### src/rtl/benes_cfg_loader.sv
// benes_cfg_loader: multi-context Benes switch config store with staged apply into output selects
module benes_cfg_loader #(
  parameter int STAGE_NUM = 9,
  parameter int SWITCH_NUM = 16,
  parameter int CTX_NUM = 4,
  localparam int CW = $clog2(CTX_NUM),
  localparam int SW = $clog2(STAGE_NUM)
) (
  input  logic                  clk,
  input  logic                  rst,
  input  logic                  i_cfg_valid,
  output logic                  o_cfg_ready,
  input  logic [CW-1:0]         i_cfg_ctx,
  input  logic [SW-1:0]         i_cfg_stage,
  input  logic                  i_cfg_plane,
  input  logic [SWITCH_NUM-1:0] i_cfg_data,
  input  logic                  i_apply_valid,
  output logic                  o_apply_ready,
  input  logic [CW-1:0]         i_apply_ctx,
  output logic [SWITCH_NUM-1:0] o_module_select [0:STAGE_NUM-1],
  output logic [SWITCH_NUM-1:0] o_slot_select [0:STAGE_NUM-1],
  output logic                  o_cfg_stable,
  output logic [CW-1:0]         o_active_ctx,
  output logic                  o_apply_done,
  output logic                  o_apply_err,
  output logic                  o_cfg_err
);
  typedef enum logic {IDLE, APPLY} state_t;
  state_t state;
  logic [SWITCH_NUM-1:0] mem [CTX_NUM][2][STAGE_NUM];
  logic [STAGE_NUM-1:0] mask [CTX_NUM][2];
  logic [SW-1:0] k;
  logic [CW-1:0] lat_ctx;
  logic cfg_fire, stage_ok, wr, complete;
  assign o_cfg_ready = state == IDLE;
  assign o_apply_ready = state == IDLE;
  assign cfg_fire = i_cfg_valid && o_cfg_ready;
  assign stage_ok = i_cfg_stage < SW'(STAGE_NUM);
  assign wr = cfg_fire && stage_ok;
  assign complete = &mask[i_apply_ctx][0] && &mask[i_apply_ctx][1];
  always_ff @(posedge clk)
    if (wr) mem[i_cfg_ctx][i_cfg_plane][i_cfg_stage] <= i_cfg_data;
  always_ff @(posedge clk) begin
    if (rst) begin
      state <= IDLE;
      k <= '0;
      lat_ctx <= '0;
      o_cfg_stable <= 1'b1;
      o_active_ctx <= '0;
      o_apply_done <= 1'b0;
      o_apply_err <= 1'b0;
      o_cfg_err <= 1'b0;
      for (int c = 0; c < CTX_NUM; c++) begin
        mask[c][0] <= '0;
        mask[c][1] <= '0;
      end
      for (int s = 0; s < STAGE_NUM; s++) begin
        o_module_select[s] <= '0;
        o_slot_select[s] <= '0;
      end
    end else begin
      o_apply_done <= 1'b0;
      o_apply_err <= state == IDLE && i_apply_valid && !complete;
      o_cfg_err <= cfg_fire && !stage_ok;
      if (wr) mask[i_cfg_ctx][i_cfg_plane][i_cfg_stage] <= 1'b1;
      if (state == IDLE) begin
        if (i_apply_valid && complete) begin
          state <= APPLY;
          lat_ctx <= i_apply_ctx;
          k <= '0;
          o_cfg_stable <= 1'b0;
        end
      end else begin
        o_module_select[k] <= mem[lat_ctx][0][k];
        o_slot_select[k] <= mem[lat_ctx][1][k];
        k <= k + 1'b1;
        if (k == SW'(STAGE_NUM - 1)) begin
          state <= IDLE;
          o_active_ctx <= lat_ctx;
          o_cfg_stable <= 1'b1;
          o_apply_done <= 1'b1;
        end
      end
    end
  end
endmodule

### config.mk
export PLATFORM = sky130hd
export DESIGN_NAME = benes_cfg_loader
export DESIGN_NICKNAME = d
export VERILOG_FILES = /design/src/rtl/benes_cfg_loader.sv
export SDC_FILE = /design/constraint.sdc
export NUM_CORES = 1
export LEC_CHECK = 0
export CORE_UTILIZATION = 40
export DETAILED_ROUTE_END_ITERATION = 10
export PLACE_DENSITY_LB_ADDON = 0.2
export SYNTH_ARGS = -nofsm -noshare
export SYNTH_HDL_FRONTEND = slang
export SYNTH_SLANG_ARGS = --single-unit
### constraint.sdc
create_clock -name clk -period 2.6 [get_ports clk]
set_input_delay 0.26 -clock clk [delete_from_list [all_inputs] [get_ports clk]]
set_output_delay 0.26 -clock clk [all_outputs]
set_load 0.03 [all_outputs]
==> results.toml, run 1 <==
[die]
die_h_um = 378.9
core-area_um2 = 140200
start_util_pct = 40.53
fp.dieW_um = 378.9
dieArea_um2 = 143600
ios = 325
placementRows = 137

[critical_path]
crit_type = "flip-flop to flip-flop"
cp-end-kind = "flip-flop"
critPathMaxFanout = 20
rr_endpoint = "o_slot_select[0]"
slowest_delay_ns = 0.54
reg2regPathDepth = 8
path_buf_inv = 3
cp-endpoint = "o_slot_select[0]"
worst_setup_path_start_kind = "flip-flop"
r2r_setup_slack_ns = 0.14
crit_slowest_cell = "mux4_2"
cp_top_family = "buffers and inverters"
cp_num_cells = 8
crit_chain = "buf_12, buf_12, mux4_2, nand2_1, a21oi_1, a211oi_2, buf_4, a211oi_1"
path_common_cell = "buf_12"
crit_arrival_ns = 3.08
cp.required_ns = 3.23

[synth]
muxShareOfSynthArea_pct = 12.70
synthCells = 3391
synth_edf_count = 1152
avgSynthCellArea_um2 = 16.76
synth-seq-cells = 1527
synth_compound_area_share_pct = 5.317
async_flop_share_pct = 0
synth_area_um2 = 56830
yosys.area.top_type_share_pct = 60.87
synth_top_family_by_area = "multiplexers"
yosysWarnings = 0
synth_area_leaders = "edfxtp_1 61%, dfxtp_1 13%, mux4_2 13%"
synth_fp_nets = 3424
synth.yosys.seq_area_share_pct = 74.09
yosys.area_share.simple_pct = 5.976
synth.largest_area_cell = "edfxtp_1"
synthXorXnorAreaFrac_pct = 0.03082
synth_cell_types = 43
synthAdderAreaFrac_pct = 0.08807
synth_ff_type = "edfxtp_1"

[timing]
drv_slew = 0
skew_ns = 0.02185
period_minus_slack_ns = 2.455
tightest_slew_ns = 1.170
setup_viol = 0
rsz0062_at_grt = "no"
fmax_mhz = 407.3
fin_setup_tns_ns = 0
finalHoldViolCount = 0
period_share_pct = 94.44
slew_headroom_pct = 21.73
whs_ns = 0.06102

[power_and_ir_drop]
max-vdd-ir-drop_uv = 527.1
power.total_mw = 48.84
p_per_area_nw_per_um2 = 700.5
power.leakage_nw = 21.61

[drt]
drtIter0Drc = 3134
wl_um = 156300
wl_per_cell_um = 26.48
drc = 0
first_pass_iters = 8
vias_per_cell = 5.458
vias = 32220
drtAntennaViolNets = 0

[clocking]
cts_made_buffers = 150
cts.sinks = 1527
cts_tree = "built"
cts_root_buf = "clkbuf_16"
cts_buffer_depth = 3
insertion_delay_ns = 0.78
h-tree-depth = 4
clk_pin_slew_ns = 0.06

[global_routing]
grt_pass1_wl_um = 225300
grt_pass1_vias = 31190
grtUsageTotal_pct = 21.85
grt_overflow = 0
antenna_found_initial = 8
grt_max_degree = 74

[placed_design]
dp_hpwl_um = 100700
port_buffers = 324
place_congestion = 0.8251
dp.cells = 5626

[run]
cap_violations = 0

[finish]
final_cell_mix = "1152 x edfxtp_1, 429 x nand2_1, 371 x dfxtp_1"
final_common_cell = "edfxtp_1"
layout-drive-gt1-share_pct = 22.10
fin_util_pct = 49.73
fin_cells = 5904
nets = 3940
area_delta_synth_final_pct = 22.70

[outcome]
run_status = "complete, no violations"

[hold_path]
hp-class = "input port to flip-flop"
kinds of logic after synthesis:
family	Yosys count
flip-flops	1527
buffers and inverters	222
multiplexers	321
AND/OR/NAND/NOR	851
adder cells (fa/ha/maj)	4
AO/OA/AOI/OAI	464
XOR/XNOR	2
stage by stage:
step           setup slack [ns]  area (µm²)
2_1_floorplan           0.09955       56830
3_3_place_gp           -0.04146       64710
3_5_place_dp           -0.01890       64710
4_1_cts                  0.1166       69720
5_1_grt                 0.06133       69720
6_report                 0.1445       69730
cells in the mapped netlist, drive strengths merged (3+ instances only):
master and n:
a21oi 240, and2 6, inv 4, a211oi 193, and3 10, nor3 18
o22ai 3, edfxtp 1152, nand2b 10, o221ai 3, clkbuf 133, dfxtp 375
nand2 429, a31oi 16, nand3b 5, nor2 331, buf 85, nor4 4
nand3 15, mux4 320, nor2b 6, ha 4, o21ai 3, or3 4
nand4 9
sequential cells by signal, summed over array words and instances, names as in the netlist, named ones only:
signal and cells:
o_apply_err 1, o_cfg_err 1, mask 72, state 1, o_module_select 144, mem 1152
lat_ctx 2, k 4, o_apply_done 1, o_cfg_stable 1, o_active_ctx 2, o_slot_select 144
worst min-delay path by stage:
stage	cells past startpoint	start	end
after floorplan	0	i_cfg_data[0]	mem[0][0]
after global placement	2	o_module_select[136]	o_module_select[136]
after detailed placement	2	o_module_select[88]	o_module_select[88]
after CTS	1	i_cfg_data[10]	mem[1][186]
after global routing	2	i_cfg_data[6]	mem[2][198]
final	1	i_cfg_data[10]	mem[0][186]
layout make-up:
cell class                 instances  area [µm²]
clock buffer                     194        4243
antenna                            1       2.502
tap                             1876        2347
timing repair buffer             582        6519
sequential                      1527       42110
fill                           11750       70490
inverter                           4       15.01
multi-input combinational       1642       13770
clock inverter                    78       718.2
report_power, final:
part / internal [mW] / total [mW] / switching [mW]
registers: 26.2 / 26.3 / 0.0181
clock network: 12.6 / 21.8 / 9.17
logic: 0.164 / 0.789 / 0.625
total: 39.0 / 48.8 / 9.81
layer usage:
metal	wire length, µm	track usage, %	vias up
met3	11390	4.023	184
met2	71060	33.27	1190
li1	-	-	14140
met4	2754	5.204	6
met5	29	0	-
met1	71110	32.45	16700
what timing repair did:
item                                    CTS  global route
resized for setup                         1             0
endpoints found under the setup margin    2             0
endpoints found under the hold margin   106             0
hold buffers                              5             0
buffers inserted                          0             0
Power figures use the tool's default switching activity.
==> run 2: changes to the inputs <==
CORE_MARGIN = 8   (was not set)
PLACE_DENSITY_LB_ADDON = 0.1   (was 0.2)
TNS_END_PERCENT = 20   (was not set)
==> run 2 against run 1 <==
- register-to-register slack lost 0.07 ns
- combinational power up 4.8%
- die area rose by 7.5%
- utilization is 0.058 points lower
- sequential cell count is the same
- setup slack worse by 0.068 ns
- clock skew up 0.015 ns
- first-iteration DRC count down 19%
- power grew 1.9%
- routed wire length increased by 3.8%
- critical path type unchanged
- critical endpoint is now o_module_select[136]
==> results.toml, run 2 (synthesized netlist as in run 1, its figures left out) <==
[hold_path]
hold_path_startpoint = "i_cfg_data[14]"
hp-class = "input port to flip-flop"
hold_end = "mem[1][110]"
holdPathStages = 1

[power_and_ir_drop]
p_per_area_nw_per_um2 = 709.8
power.leakage_nw = 21.75
max-vdd-ir-drop_uv = 578.6

[critical_path]
crit_arrival_ns = 3.16
crit_chain = "buf_16, buf_16, mux4_2, mux4_2, nand2_1, a21oi_1"
rr_endpoint = "o_module_select[136]"
cp-end-kind = "flip-flop"
cp_num_cells = 6
r2r_setup_slack_ns = 0.08
crit_type = "flip-flop to flip-flop"
reg2regPathDepth = 6
worst_setup_path_start_kind = "flip-flop"
cp_top_family = "multiplexers"
slowest_delay_ns = 0.60
path_buf_inv = 2
crit_slowest_cell = "mux4_2"
critPathMaxFanout = 36
cp.required_ns = 3.24

[finish]
largest_register_ffs = 1152
seq_area_um2 = 42110
fill_cells = 12040
largest_register = "mem"
final_cell_mix = "1152 x edfxtp_1, 429 x nand2_1, 372 x dfxtp_1"
final_common_cell = "edfxtp_1"
top_regs = "mem (1152), o_module_select (144), o_slot_select (144)"
nets = 3953
layout-drive-gt1-share_pct = 22.08
fin_cells = 5935
area_delta_synth_final_pct = 23.45
multi_input_area_um2 = 13810

[die]
placementRows = 138
ios = 325
dieArea_um2 = 154400
core-area_um2 = 141200
die_h_um = 392.9
fp.dieW_um = 392.9
start_util_pct = 40.23

[timing]
slew_headroom_pct = 16.07
drv_slew = 0
fmax_mhz = 396.3
tightest_slew_ns = 1.254
skew_ns = 0.03673
period_minus_slack_ns = 2.524
setup_viol = 0
period_share_pct = 97.06
fin_setup_tns_ns = 0
rsz0062_at_grt = "yes"
finalHoldViolCount = 0

[clocking]
cts_tree = "built"
cts_root_buf = "clkbuf_16"
clk_pin_slew_ns = 0.06
cts_made_buffers = 163
cts_buffer_depth = 3
insertion_delay_ns = 0.78
cts.sinks = 1527
h-tree-depth = 4

[drt]
drc = 0
vias_per_cell = 5.354
topRoutingLayerUsed = "met4"
wl_met3_um = 10560
first_pass_iters = 5
wl_per_cell_um = 27.34
vias = 31780
wl_met2_um = 76920
wl_um = 162300
wl_met1_um = 70210
drtIter0Drc = 2524
drtAntennaViolNets = 0

[global_routing]
grt_overflow = 0
grt_max_degree = 94
antenna_found_initial = 4
grt_pass1_wl_um = 230500
grtUsageTotal_pct = 20.61
grt_pass1_vias = 31550

[outcome]
run_status = "complete, no violations"

[placed_design]
dp_hpwl_um = 103300
dp.cells = 5634
place_congestion = 0.8028
port_buffers = 324

[run]
cap_violations = 0
run 2: where the power goes:
group	switching (mW)	total (mW)	internal, mW
registers	0.0177	26.3	26.3
clock network	9.47	22.7	13.2
logic	0.637	0.827	0.189
total	10.1	49.8	39.7
run 2: area by class of cell:
cell class | count | area share, %
Antenna cell | 1 | 0.003567
Clock buffer | 208 | 6.380
Clock inverter | 81 | 1.052
Inverter | 4 | 0.02140
Multi-Input combinational cell | 1642 | 19.69
Sequential cell | 1527 | 60.03
Tap cell | 1890 | 3.371
Timing Repair Buffer | 582 | 9.456
run 2: repair_timing:
action	in CTS	in global routing
hold endpoints to repair	235	0
buffers inserted	0	2
hold buffers	9	0
endpoints found under the setup margin	0	53
resized for setup	0	15
run 2: metal layers:
layer  track usage [%]  vias to the layer above
li1                  -                    14190
met1             28.37                    16450
met2             33.00                      921
met3             4.309                      213
met4             6.588                        0
met5                 0                        -
run 2: per-stage QoR:
stage	utilization (%)	instance area (µm²)	setup WS (ns)	hold slack (ns)	power [mW]
floorplan	-	56830	0.09955	0.3589	26.99
global route	49.67	70150	-0.02839	0.01913	51.24
global placement	45.85	64750	0.03169	0.4412	27.61
detailed placement	45.85	64750	0.001059	0.4466	27.62
finish	49.67	70150	0.07636	0.04955	49.80
CTS	49.60	70060	0.01304	0.001972	50.35
run 2: worst reg2reg max path: stages, from the launching register on:
cell and delay, ns:
dfxtp_4 0.42, buf_16 0.28, buf_16 0.35, mux4_2 0.55, mux4_2 0.60, nand2_1 0.12
a21oi_1 0.08
run 2: worst max-delay path by stage:
stage	start	to	slack, ns
6_report	flip-flop	o_module_select[136]	0.08
5_1_grt	flip-flop	o_module_select[143]	-0.03
4_1_cts	state	o_cfg_ready	0.01
3_5_place_dp	i_cfg_valid	mem[1][174]	0.001
3_3_place_gp	i_cfg_valid	mem[1][166]	0.03
2_1_floorplan	k[0]	o_active_ctx[0]	0.1
